--- config.mk ---
export PLATFORM = sky130hd
export DESIGN_NAME = gray_convert
export DESIGN_NICKNAME = d
export VERILOG_FILES = /design/src/rtl/gray_pkg.sv /design/src/rtl/gray_fifo.sv /design/src/rtl/gray_convert.sv
export SDC_FILE = /design/constraint.sdc
export NUM_CORES = 1
export LEC_CHECK = 0
export ABC_AREA = 1
export CORE_MARGIN = 2
export CORE_UTILIZATION = 35
export CTS_BUF_LIST = sky130_fd_sc_hd__clkbuf_8
export DETAILED_ROUTE_END_ITERATION = 8
export HOLD_SLACK_MARGIN = 0.08
export PLACE_DENSITY = 0.54
export SYNTH_ARGS = -nofsm -noshare
export SYNTH_HDL_FRONTEND = slang
export SYNTH_HIERARCHICAL = 1
export SYNTH_SLANG_ARGS = --single-unit
--- constraint.sdc ---
create_clock -name clk -period 5.63 [get_ports clk]
set_input_delay 1.126 -clock clk [delete_from_list [all_inputs] [get_ports clk]]
set_output_delay 1.126 -clock clk [all_outputs]
set_load 0.01 [all_outputs]
--- src/rtl/gray_pkg.sv ---
// Shared types and constants for the grayscale conversion stage.
// Luma weights are 8-bit fixed point and sum to 256, so white maps to 255.
package gray_pkg;

  typedef enum logic [1:0] {
    IDLE,
    ACTIVE,
    DONE
  } grayStateType;

  localparam int COEF_R            = 77;
  localparam int COEF_G            = 150;
  localparam int COEF_B            = 29;
  localparam int ROUND             = 128;
  localparam int PIX_PER_WORD      = 4;
  localparam int GROUP_CNT_DEFAULT = 76800;

  // The largest possible sum is 65408, so 16 bits never wrap.
  function automatic logic [7:0] luma_round(input logic [15:0] pr,
                                            input logic [15:0] pg,
                                            input logic [15:0] pb);
    logic [15:0] sum;
    sum = pr + pg + pb + 16'(ROUND);
    return sum[15:8];
  endfunction

endpackage

--- src/rtl/gray_fifo.sv ---
// Two-entry synchronous FIFO; the head entry is always visible on rd_data.
// A write into a full FIFO only lands when a read frees a slot in the same cycle.
module gray_fifo
  import gray_pkg::*;
#(
  parameter int W = 32
) (
  input  logic         clk,
  input  logic         rst,
  input  logic         flush,
  input  logic         wr,
  input  logic [W-1:0] wr_data,
  input  logic         rd,
  output logic [W-1:0] rd_data,
  output logic         full,
  output logic         empty
);

  logic [W-1:0] mem_reg [2];
  logic         wr_ptr_reg;
  logic         rd_ptr_reg;
  logic [1:0]   cnt_reg;
  logic [1:0]   cnt_next;
  logic         do_wr;
  logic         do_rd;

  assign full    = (cnt_reg == 2'd2);
  assign empty   = (cnt_reg == 2'd0);
  assign do_rd   = rd && !empty;
  assign do_wr   = wr && (!full || do_rd);
  assign rd_data = mem_reg[rd_ptr_reg];

  always_comb begin
    cnt_next = cnt_reg;
    case ({do_wr, do_rd})
      2'b10:   cnt_next = cnt_reg + 2'd1;
      2'b01:   cnt_next = cnt_reg - 2'd1;
      default: cnt_next = cnt_reg;
    endcase
  end

  always_ff @(posedge clk) begin
    if (rst || flush) begin
      wr_ptr_reg <= 1'b0;
      rd_ptr_reg <= 1'b0;
      cnt_reg    <= 2'd0;
    end else begin
      if (do_wr) wr_ptr_reg <= ~wr_ptr_reg;
      if (do_rd) rd_ptr_reg <= ~rd_ptr_reg;
      cnt_reg <= cnt_next;
    end
  end

  genvar gi;
  generate
    for (gi = 0; gi < 2; gi++) begin : g_entry
      always_ff @(posedge clk) begin
        if (rst) begin
          mem_reg[gi] <= '0;
        end else if (do_wr && (wr_ptr_reg == 1'(gi))) begin
          mem_reg[gi] <= wr_data;
        end
      end
    end
  endgenerate

endmodule

--- src/rtl/gray_convert.sv ---
// RGB-to-luma stage: four pixels per group, products registered in stage 1,
// rounded sums written straight into a 2-entry output FIFO, with per-frame word counting.
module gray_convert
  import gray_pkg::*;
#(
  parameter int GROUP_CNT = GROUP_CNT_DEFAULT,
  parameter int CNT_W     = 17
) (
  input  logic                  clk,
  input  logic                  rst,
  input  logic                  start_en,
  input  logic [3:0][23:0]      in_pixels,
  input  logic                  gray_en,
  input  logic                  out_ready,
  output logic [31:0]           gray_word,
  output logic                  gray_valid,
  output logic [CNT_W-1:0]      word_count,
  output logic                  frame_done,
  output logic                  overflow
);

  localparam logic [CNT_W-1:0] LAST_WORD = CNT_W'(GROUP_CNT - 1);

  grayStateType     state_reg;
  grayStateType     state_next;
  logic [15:0]      prod_r_reg [PIX_PER_WORD];
  logic [15:0]      prod_g_reg [PIX_PER_WORD];
  logic [15:0]      prod_b_reg [PIX_PER_WORD];
  logic [7:0]       luma       [PIX_PER_WORD];
  logic [31:0]      word_in;
  logic             s1_valid_reg;
  logic [CNT_W-1:0] word_count_reg;
  logic             overflow_reg;
  logic             frame_done_reg;

  logic accept;
  logic xfer;
  logic flush;
  logic clear_frame;
  logic last_xfer;
  logic fifo_wr;
  logic fifo_rd;
  logic fifo_full;
  logic fifo_empty;

  assign accept     = (state_reg == ACTIVE) && gray_en;
  assign gray_valid = !fifo_empty;
  assign xfer       = gray_valid && out_ready;
  assign fifo_rd    = xfer && !flush;
  assign fifo_wr    = s1_valid_reg && !flush;

  always_comb begin
    state_next  = state_reg;
    flush       = 1'b0;
    clear_frame = 1'b0;
    last_xfer   = 1'b0;
    case (state_reg)
      IDLE: begin
        if (start_en) begin
          state_next  = ACTIVE;
          clear_frame = 1'b1;
        end
      end
      ACTIVE: begin
        if (xfer && (word_count_reg == LAST_WORD)) begin
          state_next = DONE;
          last_xfer  = 1'b1;
        end
      end
      DONE: begin
        flush      = 1'b1;
        state_next = IDLE;
      end
      default: state_next = IDLE;
    endcase
  end

  always_ff @(posedge clk) begin
    if (rst) begin
      state_reg      <= IDLE;
      s1_valid_reg   <= 1'b0;
      word_count_reg <= '0;
      overflow_reg   <= 1'b0;
      frame_done_reg <= 1'b0;
    end else begin
      state_reg      <= state_next;
      s1_valid_reg   <= accept;
      frame_done_reg <= last_xfer;
      if (clear_frame) begin
        word_count_reg <= '0;
      end else if ((state_reg == ACTIVE) && xfer) begin
        word_count_reg <= word_count_reg + CNT_W'(1);
      end
      // Only a write that finds the FIFO full with no read alongside is lost.
      if (clear_frame) begin
        overflow_reg <= 1'b0;
      end else if (fifo_wr && fifo_full && !fifo_rd) begin
        overflow_reg <= 1'b1;
      end
    end
  end

  genvar gi;
  generate
    for (gi = 0; gi < PIX_PER_WORD; gi++) begin : g_pix
      always_ff @(posedge clk) begin
        if (rst) begin
          prod_r_reg[gi] <= '0;
          prod_g_reg[gi] <= '0;
          prod_b_reg[gi] <= '0;
        end else if (accept) begin
          prod_r_reg[gi] <= 16'(COEF_R) * 16'(in_pixels[gi][23:16]);
          prod_g_reg[gi] <= 16'(COEF_G) * 16'(in_pixels[gi][15:8]);
          prod_b_reg[gi] <= 16'(COEF_B) * 16'(in_pixels[gi][7:0]);
        end
      end

      assign luma[gi]           = luma_round(prod_r_reg[gi], prod_g_reg[gi], prod_b_reg[gi]);
      assign word_in[gi*8 +: 8] = luma[gi];
    end
  endgenerate

  // The FIFO entry itself serves as the stage-2 register.
  gray_fifo #(
    .W(32)
  ) u_fifo (
    .clk     (clk),
    .rst     (rst),
    .flush   (flush),
    .wr      (fifo_wr),
    .wr_data (word_in),
    .rd      (fifo_rd),
    .rd_data (gray_word),
    .full    (fifo_full),
    .empty   (fifo_empty)
  );

  assign word_count = word_count_reg;
  assign frame_done = frame_done_reg;
  assign overflow   = overflow_reg;

endmodule

# After elaboration in Yosys (flattened, before gate mapping)
# Memories as Yosys holds them, arrays and structs flattened. A register that Yosys moved wholly into a read port is not among the register bits.
# Cells that the tools add are included.
# W data, S select, Z words.
[totals]
ramBits = 236
regBits = 26
out_inout_bits = 52
n_memories = 4
wordCells = 123
in_bits = 101
[mem_list]
columns = ["name", "words", "word_bits", "rd", "rd_clocked_by_memory_dff", "write_ports", "line_no", "source"]
rows = [
  ["u_fifo.mem_reg", 2, 32, 1, 1, 2, "gray_fifo.sv:19", "logic [W-1:0] mem_reg [2];"],
  ["prod_g_reg", 4, 15, 4, 0, 4, "gray_convert.sv:27", "logic [15:0] prod_g_reg [PIX_PER_WORD];"],
  ["prod_r_reg", 4, 15, 4, 0, 4, "gray_convert.sv:26", "logic [15:0] prod_r_reg [PIX_PER_WORD];"],
  ["prod_b_reg", 4, 13, 4, 0, 4, "gray_convert.sv:28", "logic [15:0] prod_b_reg [PIX_PER_WORD];"],
]
[classes]
n_mux = 35
n_eq_ne = 8
bitwise_logic = 17
multipliers = 12
n_reduce_logical = 24
n_addsub = 15
[ops]
columns = ["op", "count"]
rows = [
  ["$add A16 B16 Y16", 8],
  ["$mul A7 B8 Y15 const A", 8],
  ["$mux W15", 8],
  ["$add A16 B8 Y16 const B", 4],
  ["$mux W32", 2],
  ["$mul A5 B8 Y13 const A", 4],
  ["$mux W13", 4],
  ["$add A17 B1 Y17 const B", 1],
  ["$eq A17 B17 Y1 const B", 1],
  ["$mux W1", 17],
  ["$or A1 B1 Y1", 14],
  ["$logic_and A1 B1 Y1", 12],
  ["$pmux W2 S2", 2],
  ["$eq A2 B2 Y1 const B", 3],
  ["$eq A2 B1 Y1 const B", 2],
  ["$logic_not A1 Y1", 4],
  ["$logic_not A2 Y1", 2],
  ["$mux W2", 2],
  ["$reduce_or A2 Y1", 2],
  ["$not A1 Y1", 3],
  ["$add A2 B1 Y2 const B", 1],
  ["$logic_or A1 B1 Y1", 2],
  ["$ne A2 B1 Y1 const B", 1],
  ["$ne A2 B2 Y1 const B", 1],
  ["other kinds (3)", 3],
]

# Longest topological paths before layout
# Gate-level depths: netlist (run 1).
[logic_depth]
depth_word = 12
mapped_depth = 17
depth_no_buf = 17

# By module
# The synthesis (run 1) kept the hierarchy.
[by_module_without_submodules]
columns = ["module", "seq_area_each_um2", "instances", "area_per_inst_um2", "cells_per_inst"]
rows = [
  ["gray_convert", 5605.4, 1, 24482.2, 3114],
  ["gray_fifo", 2021.9, 1, 3129.3, 245],
]

# Worst setup path before layout (run 1)
# OpenSTA, ideal clock, no wires.
[synth_path]
path_kind = "input to register"
from = "input port gray_en"
to = "memory prod_b_reg[0][0] (netlist bit) (enable)"
path_slack_ns = 0.195
t_required_ns = 4.223
arrival_time_ns = 4.028
setup_time_ns = 1.407
path_buffers = 0
stages = 2
cell_sequence = "nand2_1 nand2_1"
[synth_rtl]
columns = ["element", "line_no", "source"]
rows = [
  ["start: declaration", "gray_convert.sv:13", "input logic gray_en,"],
  ["end: declaration", "gray_convert.sv:28", ""],
]

==> results.md, run 1 <==
* Critical Path RT at 6.00 ns
* First-pass detailed-route iteration total at 5
* Nets at 4296
* Y dimension of the die at 285 um
* Post-route setup slack at 1.65 ns
* All-Layer GR Usage at 0.159
* Int Pwr at 4640 uW
* Number of sinks handled by clock tree synthesis at 263
* Launch instance of the worst min-delay path: overflow$_SDFFE_PP0P_
* Synthesized instance count at 3359
* Max Transition Viols Final at 0
* Largest register FFs at 64
* Min-Delay Path Depth at 2
* Count of flip-flops with a built-in enable after synthesis at 236
* Worst Path Arrival at 4.36 ns
* Detailed-route DRC error count at 0
* Leakage at 0.0160 uW
* Syn-to-layout area delta at 12.9%
* Maximum operating frequency at 251 MHz
* Worst vdd ir at 157 uV
* Number of buffers created by CTS at 51
* PnR Total Power at 8140 uW
* Critical Path, Cell by Cell: clkdlybuf4s50_1, ha_1, ha_1, inv_1, fa_1, fa_1, inv_1, ha_1, a21oi_1, nor2_1, nor2_1, nand2_1, nand2_1, nand3_1, nand2_1, inv_1
* # rows at 102
* NetSw at 3500 uW
* Count of distinct cell types in the synthesized netlist at 38
* Switching portion of total power at 0.430
* Actual transition at the worst max-transition pin at 0.895 ns
* Width of the die at 285 um
* Number of buffers inserted by post-CTS setup repair at 0
* Clock tree from TritonCTS: done
* Area of the mapped netlist at 27600 um2
* Number of gates resized after cts at 0
* Dominant synthesized flop cell: edfxtp_1
* Setup repair after global routing missed its margin: false
* Pin count of the biggest net entering global routing at 156
* Critical Path Slowest Stage Cell: fa_1
* Final clock skew at 0.0279 ns
* Initial Util at 0.355
* Detail-routed net length per standard cell at 13.6 um
* Most common library cell in the layout ignoring fill and taps: inv_1
* Endpoint with the worst hold slack: overflow$_SDFFE_PP0P_
* Finished layout cell area at 31200 um2
* Max stage delay on crit path at 0.52 ns
* Critical path type: in2reg
* Peak fanout along the critical path at 4
* Clk Latency, worst-skew pair at 0.64 ns
* Post-cts hold buffer count at 0
* Portion of the clock cycle consumed by the worst path in the final layout at 0.707
* Cell Pwr Density at 261 nW/um2
* Starting DRC count in detailed routing at 974
* Portion of total power attributed to combinational logic at 0.500
* Beginning of the worst register-to-register path: prod_r_reg[3][6]$_SDFFCE_PN0P_
* Diode insertion count for antenna repair at 0
* Post-synthesis area per instance at 8.22 um2
* Ratio of cells with drive above 1 in the final layout at 0.0403
* PortBufs at 152
* Final worst path period need at 3.98 ns
* Sequential fraction of design power at 0.285
* Post-synthesis net count at 4114
* Antenna violations before repair at 7
* Reg2reg end: u_fifo/mem_reg[0][25]$_SDFFCE_PN0P_
* Count of max-cap constraint violations at 0
* Register-to-register setup slack at 2.78 ns
* Max-slew headroom at 0.403
* Routed vias/inst at 4.57
* Critical path startpoint category: input port
* Outcome: complete, no violations
* Final setup viols at 0
* Synthesized flop and latch total at 263
* Number of synthesis warnings at 6
* Routed wire length at 62.9 mm
* Post-placement worst setup slack at 1.01 ns
* Root buffer cell: clkbuf_8
* Most frequent cells in the layout: 777 x inv_1, 623 x nand2_1, 502 x ha_1, 357 x nor2_1, 236 x edfxtp_1
* Worst min-delay path category: reg2reg
* Final standard cell count with taps included and fillers excluded at 4615
* Count of endpoints failing hold in the final timing report at 0
* Proportion of register bits with asynchronous set or reset after synthesis at 0
* Worst Setup End Kind: flip-flop
* Std-Cell Core Area at 77700 um2
* Ports at 153
* Vias after detailed routing at 21100
* Length in cells of the worst reg-to-reg path at 12
* CTS H-tree lvls at 2
* Final RePlAce weighted congestion at 0.876
* Die outline area at 81200 um2
* Sum of negative setup slack at 0 ns
* Post-synthesis sequential area ratio at 0.276
* Number of global-route vias before repair at 20900
* Global-route wire length before repair at 106 mm
* Remaining antenna violation count after routing at 0
* Overflow left after global routing at 0
* Sum of net half-perimeters after detailed placement at 51.4 mm
* Total cell area at the placement stage at 30300 um2
* Clock network fraction of design power at 0.215
* Buffer depth of the longest clock path at 3
* Clk pin slew, worst setup/hold paths at 0.05 ns
* Placed Instances at 4528
worst max-delay path, delay by kind of cell:
kind / cells / cell delay, ns
buffers and inverters: 4 / 0.62
adder cells (fa/ha/maj): 5 / 1.97
AND/OR/NAND/NOR: 6 / 0.42
AO/OA/AOI/OAI: 1 / 0.23
final cells by class:
type | instances | area [um2]
Tap cell | 1040 | 1300
Sequential cell | 263 | 7630
Clock inverter | 35 | 179
Multi-Input combinational cell | 2307 | 16900
Timing Repair Buffer | 158 | 1580
Clock buffer | 52 | 716
Inverter | 760 | 2850
Fill cell | 7950 | 46500
cells by family after synthesis:
logic type | count (synthesis) | share of synthesized area
flip-flops | 263 | 0.276
buffers and inverters | 789 | 0.112
adder cells (fa/ha/maj) | 654 | 0.338
AND/OR/NAND/NOR | 1232 | 0.185
XOR/XNOR | 23 | 0.00730
multiplexers | 32 | 0.0131
AO/OA/AOI/OAI | 366 | 0.0695
Yosys cell counts, drive strengths merged (6+ instances only):
| cell | n | share of area |
|---|---|---|
| o21ai | 110 | 0.020 |
| nor3 | 12 | 0.0022 |
| nand3 | 171 | 0.031 |
| o21a | 9 | 0.0024 |
| buf | 27 | 0.0081 |
| inv | 760 | 0.10 |
| xor2 | 14 | 0.0044 |
| ha | 502 | 0.23 |
| nand4 | 16 | 0.0047 |
| xnor2 | 9 | 0.0029 |
| mux2 | 32 | 0.013 |
| nor2 | 397 | 0.058 |
| dfxtp | 27 | 0.020 |
| nand2 | 626 | 0.085 |
| a31oi | 6 | 0.0014 |
| fa | 152 | 0.11 |
| a21oi | 218 | 0.040 |
| o21bai | 13 | 0.0035 |
| edfxtp | 236 | 0.26 |
routing by layer:
metal	track usage	wire length (um)
met5	0	90
met4	0.0396	1490
met3	0.0314	2640
met2	0.270	28700
met1	0.209	30000
worst max path at each step:
stage	slack, ns	end	cells past startpoint	start
CTS	1.69	prod_r_reg[2][14]$_SDFFCE_PN0P_	15	in_pixels[69]
floorplan	0.20	prod_b_reg[0][0]$_SDFFCE_PN0P_	2	gray_en
detailed placement	1.01	prod_r_reg[0][14]$_SDFFCE_PN0P_	15	in_pixels[21]
finish	1.65	prod_g_reg[1][14]$_SDFFCE_PN0P_	16	in_pixels[36]
global route	1.43	prod_g_reg[1][12]$_SDFFCE_PN0P_	14	in_pixels[36]
global placement	1.03	prod_r_reg[1][14]$_SDFFCE_PN0P_	15	in_pixels[45]
through the flow:
step                 util  hold WS [ns]
floorplan               -         0.467
global placement    0.390         0.454
detailed placement  0.390         0.456
CTS                 0.401         0.469
global route        0.401         0.480
finish              0.401         0.468
power groups by stage:
stage | sequential (uW) | combinational (uW) | clock, uW
after CTS | 2320 | 4120 | 1830
final | 2320 | 4070 | 1750
after global routing | 2330 | 4790 | 1910
after global placement | 2360 | 4070 | 0
after detailed placement | 2360 | 4090 | 0
after floorplan | 2350 | 3060 | 0
(Power assumes the default switching activity.)
==> run 2: changes to the inputs <==
==> constraint.sdc (replaced) <==
create_clock -name clk -period 3.5 [get_ports clk]
set_input_delay 0.7 -clock clk [delete_from_list [all_inputs] [get_ports clk]]
set_output_delay 0.7 -clock clk [all_outputs]
set_load 0.01 [all_outputs]
==> results.md, run 2 (same netlist as run 1, synthesis figures left out) <==
* Clock network fraction of design power at 0.217 (was 0.215)
* Post-route setup slack at 0.100 ns (was 1.65 ns)
* Hold WS at 0.486 ns (was 0.468 ns)
* Nets at 4577 (was 4296)
* Util after Layout at 0.434 (was 0.401)
* Int Pwr at 8630 uW (was 4640 uW)
* Final worst path period need at 3.40 ns
* Count of endpoints failing hold in the final timing report at 0 (unchanged)
* Max-slew headroom at 0.437 (was 0.403)
* Portion of the clock cycle consumed by the worst path in the final layout at 0.971
* Switching portion of total power at 0.407 (was 0.430)
* Antenna violations before repair at 2 (was 7)
* Global-route wire length before repair at 107 mm (was 106 mm)
* Number of buffers created by CTS at 50 (was 51)
* First-pass detailed-route iteration total at 5 (unchanged)
* Routed vias/inst at 4.46 (was 4.57)
* Critical Path RT at 3.91 ns (was 6.00 ns)
* Ports at 153 (unchanged)
* Clk pin slew, worst setup/hold paths at 0.06 ns (was 0.05 ns)
* Remaining antenna violation count after routing at 0 (unchanged)
* Clock tree from TritonCTS: done (unchanged)
* Critical path type: in2reg (unchanged)
* Total area of sequential cells at 7630 um2 (unchanged)
* PnR Total Power at 14600 uW (was 8140 uW)
* Filler Cells Inserted at 7806 (was 7950)
* Critical path buffer and inverter count at 7 (was 4)
* Die outline area at 81200 um2 (unchanged)
* Sequential fraction of design power at 0.257 (was 0.285)
* Final clock skew at 0.0316 ns (was 0.0279 ns)
* Largest register FFs at 64 (unchanged)
* Cell Pwr Density at 432 nW/um2 (was 261 nW/um2)
* CTS H-tree lvls at 2 (unchanged)
* Routed wire length at 63.5 mm (was 62.9 mm)
* Most common library cell in the layout ignoring fill and taps: inv_1 (unchanged)
* Syn-to-layout area delta at 22.1% (was 12.9%)
* Worst vdd ir at 255 uV (was 157 uV)
* Overflow left after global routing at 0 (unchanged)
* Max Transition Viols Final at 0 (unchanged)
* Worst min-delay path category: reg2reg (unchanged)
* # rows at 102 (unchanged)
* All-Layer GR Usage at 0.160 (was 0.159)
* Std-Cell Core Area at 77700 um2 (unchanged)
* Buffer depth of the longest clock path at 3 (unchanged)
* Count of max-cap constraint violations at 0 (unchanged)
* Pin count of the biggest net entering global routing at 55 (was 156)
* Area of the multi-input gates at 17100 um2 (was 16900 um2)
* Max stage delay on crit path at 0.55 ns (was 0.52 ns)
* Number of global-route vias before repair at 21800 (was 20900)
* Actual transition at the worst max-transition pin at 0.843 ns (was 0.895 ns)
* Root buffer cell: clkbuf_8 (unchanged)
* Vias after detailed routing at 21900 (was 21100)
* Peak fanout along the critical path at 3 (was 4)
* Detail-routed net length per standard cell at 12.9 um (was 13.6 um)
* Number of sinks handled by clock tree synthesis at 263 (unchanged)
* Post-placement worst setup slack at -0.620 ns (was 1.01 ns)
* Final setup viols at 0 (unchanged)
* Clk Latency, worst-skew pair at 0.65 ns (was 0.64 ns)
* Ratio of cells with drive above 1 in the final layout at 0.124 (was 0.0403)
* Outcome: complete, no violations (unchanged)
* Detailed-route DRC error count at 0 (unchanged)
* Initial Util at 0.355 (unchanged)
* Sum of net half-perimeters after detailed placement at 52.7 mm (was 51.4 mm)
* Critical Path Slowest Stage Cell: clkdlybuf4s50_1 (was fa_1)
* Leakage at 0.0175 uW (was 0.0160 uW)
* NetSw at 5920 uW (was 3500 uW)
* Critical Path, Cell by Cell: clkdlybuf4s50_1, inv_2, buf_4, fa_1, inv_1, ha_1, ha_1, inv_1, fa_1, inv_1, nand3_1, nand2_1, nand3_1, nand2_1, nand2_1, nor3b_1, buf_4 (was clkdlybuf4s50_1, ha_1, ha_1, inv_1, fa_1, fa_1, inv_1, ha_1, a21oi_1, nor2_1, nor2_1, nand2_1, nand2_1, nand3_1, nand2_1, inv_1)
* Post-cts hold buffer count at 0 (unchanged)
* Width of the die at 285 um (unchanged)
* Starting DRC count in detailed routing at 870 (was 974)
* PortBufs at 152 (unchanged)
* Worst Setup End Kind: flip-flop (unchanged)
* Cell family with the largest share of critical-path delay: adder cells (unchanged)
* Y dimension of the die at 285 um (unchanged)
* Most frequent cells in the layout: 769 x inv_1, 619 x nand2_1, 493 x ha_1, 350 x nor2_1, 282 x buf_4 (was 777 x inv_1, 623 x nand2_1, 502 x ha_1, 357 x nor2_1, 236 x edfxtp_1)
* Portion of total power attributed to combinational logic at 0.526 (was 0.500)
* Final RePlAce weighted congestion at 0.879 (was 0.876)
* Worst Path Arrival at 3.81 ns (was 4.36 ns)
* Critical path startpoint category: input port (unchanged)
* Maximum operating frequency at 294 MHz
-- run 2: worst paths after layout --
check | startpoint | endpoint | slack, ns | cells past startpoint
max | in_pixels[50] | prod_b_reg[1][9]$_SDFFCE_PN0P_ | 0.10 | 17
min | overflow$_SDFFE_PP0P_ | overflow$_SDFFE_PP0P_ | 0.49 | 2
max reg2reg | prod_b_reg[1][23]$_SDFFCE_PN0P_ | u_fifo/mem_reg[1][31]$_SDFFCE_PN0P_ | 0.63 | 13
min reg2reg | overflow$_SDFFE_PP0P_ | overflow$_SDFFE_PP0P_ | 0.49 | 2
-- run 2: worst min-delay path, stage by stage (launching register included) --
cell     delay (ns)
dfxtp_1        0.34
a31oi_1        0.04
nor2_1         0.07
-- run 2: power by group through the flow --
stage                     clock network, uW  registers [uW]  logic, uW
after floorplan                           0            3770       4920
after global placement                    0            3800       7480
after detailed placement                  0            3800       7510
after CTS                              3260            3740       7580
after global routing                   3400            3750       8900
final                                  3160            3730       7660
-- run 2: what timing repair did --
action                     in CTS  in global routing
gates resized for setup         0                 46
buffers inserted                0                  0
setup endpoints to repair       0                 45
hold endpoints to repair        0                  0
-- run 2: cell type report --
cell class	instances	area share
multi-input cells	2307	0.508
flip-flops and latches	263	0.226
repair buffers	440	0.112
inverters	760	0.0846
well taps	1040	0.0386
clock buffers	54	0.0220
clock inverters	39	0.00861
diodes	2	0.000148
-- run 2: routing by layer --
metal | part of all wire | vias up | GRT usage | wire length [um]
met5 | 0.00020 | - | 0 | 13
met4 | 0.018 | 2 | 0.0343 | 1160
met3 | 0.031 | 77 | 0.0234 | 1980
met2 | 0.45 | 239 | 0.271 | 28800
met1 | 0.50 | 9857 | 0.218 | 31500
li1 | - | 11700 | - | -
-- run 2: metrics by stage --
| stage | instance area [um2] | instances | TNS (ns) |
|---|---|---|---|
| final | 33700 | 4905 | 0 |
| after global routing | 33700 | 4904 | -0.0371 |
| after CTS | 33500 | 4903 | 0 |
| after floorplan | 27600 | 3359 | 0 |
| after global placement | 32500 | 4810 | -44.12 |
| after detailed placement | 32500 | 4810 | -46.03 |
==> run 3: changes to the inputs <==
--- a/config.mk
+++ b/config.mk
@@ -10,7 +10,9 @@
 export CORE_UTILIZATION = 35
 export CTS_BUF_LIST = sky130_fd_sc_hd__clkbuf_8
 export DETAILED_ROUTE_END_ITERATION = 8
+export GPL_TIMING_DRIVEN = 0
 export HOLD_SLACK_MARGIN = 0.08
+export MAX_ROUTING_LAYER = met4
 export PLACE_DENSITY = 0.54
 export SYNTH_ARGS = -nofsm -noshare
 export SYNTH_HDL_FRONTEND = slang
==> results.md, run 3 (same netlist as run 1, synthesis figures left out) <==
* Count of max-cap constraint violations at 0 (unchanged)
* Die outline area at 81200 um2 (unchanged)
* Clock tree from TritonCTS: done (unchanged)
* Final setup viols at 0 (unchanged)
* Number of sinks handled by clock tree synthesis at 263 (unchanged)
* Number of global-route vias before repair at 21100 (was 21800)
* Worst vdd ir at 216 uV (was 255 uV)
* PortBufs at 152 (unchanged)
* Critical Path, Cell by Cell: clkdlybuf4s50_1, inv_1, fa_1, inv_1, ha_1, fa_1, ha_1, nand2_1, nand2_1, nand3_1, nand2_1, nand2_1, nand3_1, nand2_1, nand2_1, nor2_1 (was clkdlybuf4s50_1, inv_2, buf_4, fa_1, inv_1, ha_1, ha_1, inv_1, fa_1, inv_1, nand3_1, nand2_1, nand3_1, nand2_1, nand2_1, nor3b_1, buf_4)
* # rows at 102 (unchanged)
* Most common cell type on the critical path: nand2_1
* Vias after detailed routing at 21100 (was 21900)
* Number of buffers created by CTS at 51 (was 50)
* Syn-to-layout area delta at 15.4% (was 22.1%)
* Detailed-route DRC error count at 0 (unchanged)
* Global-route wire length before repair at 107 mm (about the same)
* Starting DRC count in detailed routing at 870 (unchanged)
* Endpoint with the worst hold slack: overflow$_SDFFE_PP0P_ (unchanged)
* Total cell area at the placement stage at 30500 um2 (was 32500 um2)
* Width of the die at 285 um (unchanged)
* Reg2reg end: u_fifo/mem_reg[0][25]$_SDFFCE_PN0P_ (was u_fifo/mem_reg[1][31]$_SDFFCE_PN0P_)
* Remaining antenna violation count after routing at 0 (unchanged)
* Y dimension of the die at 285 um (unchanged)
* Cell Pwr Density at 433 nW/um2 (was 432 nW/um2)
* Critical Path RT at 3.93 ns (was 3.91 ns)
* Largest register FFs at 64 (unchanged)
* Worst Path Arrival at 3.85 ns (was 3.81 ns)
* Buffer depth of the longest clock path at 3 (unchanged)
* Actual transition at the worst max-transition pin at 0.880 ns (was 0.843 ns)
* Routed wire length at 65.3 mm (was 63.5 mm)
* Nets at 4321 (was 4577)
* Max stage delay on crit path at 0.54 ns (was 0.55 ns)
* Maximum operating frequency at 293 MHz (was 294 MHz)
* Routed vias/inst at 4.53 (was 4.46)
* Final RePlAce weighted congestion at 0.868 (was 0.879)
* Count of endpoints failing hold in the final timing report at 0 (unchanged)
* Portion of the clock cycle consumed by the worst path in the final layout at 0.975 (was 0.971)
* Hold WS at 0.475 ns (was 0.486 ns)
* Overflow left after global routing at 0 (unchanged)
* Antenna violations before repair at 10 (was 2)
* Sum of net half-perimeters after detailed placement at 54.1 mm (was 52.7 mm)
* Length in cells of the worst reg-to-reg path at 12 (was 13)
* Clk Latency, worst-skew pair at 0.63 ns (was 0.65 ns)
* Max Transition Viols Final at 0 (unchanged)
* Finished layout cell area at 31900 um2 (was 33700 um2)
* Worst Setup End Kind: flip-flop (unchanged)
* First-pass detailed-route iteration total at 6 (was 5)
* Cell family with the largest share of critical-path delay: adder cells (unchanged)
* Peak fanout along the critical path at 7 (was 3)
* Beginning of the worst register-to-register path: prod_r_reg[3][6]$_SDFFCE_PN0P_ (was prod_b_reg[1][23]$_SDFFCE_PN0P_)
* Leakage at 0.0165 uW (was 0.0175 uW)
* Initial Util at 0.355 (unchanged)
* Worst min-delay path category: reg2reg (unchanged)
* Outcome: complete, no violations (unchanged)
* Ports at 153 (unchanged)
* Std-Cell Core Area at 77700 um2 (unchanged)
* Root buffer cell: clkbuf_8 (unchanged)
* Pin count of the biggest net entering global routing at 101 (was 55)
* CTS H-tree lvls at 2 (unchanged)
* Critical path startpoint category: input port (unchanged)
* Number of buffers inserted by post-CTS setup repair at 0 (unchanged)
* All-Layer GR Usage at 0.169 (was 0.160)
* Detail-routed net length per standard cell at 14.0 um (was 12.9 um)
* Critical path type: in2reg (unchanged)
* Most frequent cells in the layout: 769 x inv_1, 622 x nand2_1, 492 x ha_1, 351 x nor2_1, 236 x edfxtp_1 (was 769 x inv_1, 619 x nand2_1, 493 x ha_1, 350 x nor2_1, 282 x buf_4)
* Launch instance of the worst min-delay path: overflow$_SDFFE_PP0P_ (unchanged)
* Min-Delay Path Depth at 2 (unchanged)
* Register-to-register setup slack at 0.56 ns (was 0.63 ns)
* Most common library cell in the layout ignoring fill and taps: inv_1 (unchanged)
* Final worst path period need at 3.41 ns (was 3.40 ns)
* Max-slew headroom at 0.411 (was 0.437)
* Critical path buffer and inverter count at 3 (was 7)
* Critical Path Slowest Stage Cell: fa_1 (was clkdlybuf4s50_1)
* Clk pin slew, worst setup/hold paths at 0.06 ns (about the same)
* Ratio of cells with drive above 1 in the final layout at 0.0607 (was 0.124)
* Final clock skew at 0.0337 ns (was 0.0316 ns)
run 3: area by class of cell:
class                           instances  area (um2)
Multi-Input combinational cell       2307       17100
Inverter                              760        2850
Fill cell                            7964       45900
Buffer                                 29         231
Clock buffer                           54         743
Clock inverter                         41         362
Timing Repair Buffer                  154        1630
Sequential cell                       263        7630
Tap cell                             1040        1300
Antenna cell                           10        25.0
run 3: how the worst max path moves through the flow:
stage / end / cells past startpoint / startpoint
global route: prod_b_reg[0][22]$_SDFFCE_PN0P_ / 16 / in_pixels[26]
finish: prod_b_reg[1][12]$_SDFFCE_PN0P_ / 16 / in_pixels[49]
detailed placement: prod_r_reg[2][9]$_SDFFCE_PN0P_ / 15 / in_pixels[69]
floorplan: prod_g_reg[2][10]$_SDFFCE_PN0P_ / 13 / in_pixels[60]
global placement: prod_b_reg[1][15]$_SDFFCE_PN0P_ / 3 / rst
CTS: prod_r_reg[1][14]$_SDFFCE_PN0P_ / 15 / in_pixels[45]
run 3: power breakdown:
| part | total [uW] | switching [uW] | leakage [uW] | internal (uW) |
|---|---|---|---|---|
| combinational | 6710 | 4260 | 0.0132 | 2450 |
| clock | 3360 | 1400 | 0.000627 | 1950 |
| sequential | 3730 | 78.0 | 0.00268 | 3650 |
| total | 13800 | 5750 | 0.0165 | 8050 |
run 3: worst register-to-register path: stages (launching register included):
cell,delay (ns)
edfxtp_1,0.35
inv_1,0.06
fa_1,0.42
inv_1,0.07
fa_1,0.41
ha_1,0.32
nand2_1,0.09
o21ai_0,0.27
inv_1,0.07
nand2_1,0.08
xor2_1,0.41
inv_1,0.14
nor2_1,0.12
run 3: per-stage QoR:
| stage | total power (uW) | utilization | setup TNS, ns | setup WS (ns) | std cells |
|---|---|---|---|---|---|
| after floorplan | 8690 | - | 0 | 0.0555 | 3359 |
| after global placement | 10400 | 0.392 | -374.99 | -1.63 | 4551 |
| after detailed placement | 10400 | 0.393 | -56.72 | -0.853 | 4553 |
| after CTS | 13900 | 0.407 | 0 | 0.00166 | 4648 |
| after global routing | 15200 | 0.410 | -0.0000844 | -0.0000844 | 4658 |
| final | 13800 | 0.410 | 0 | 0.0881 | 4658 |
run 3: metal layers:
| layer | up-vias | part of all wire | routed length (um) | track usage |
|---|---|---|---|---|
| li1 | 11200 | - | - | - |
| met1 | 9608 | 0.48 | 31300 | 0.219 |
| met2 | 246 | 0.46 | 29800 | 0.275 |
| met3 | 78 | 0.041 | 2680 | 0.0290 |
| met4 | 0 | 0.022 | 1420 | 0.0388 |
| met5 | - | 0 | 0 | - |
run 3: what timing repair did:
action,4_1_cts,5_1_grt
pin swaps,0,2
endpoints found under the setup margin,32,71
resized for setup,17,70
hold buffers,0,0
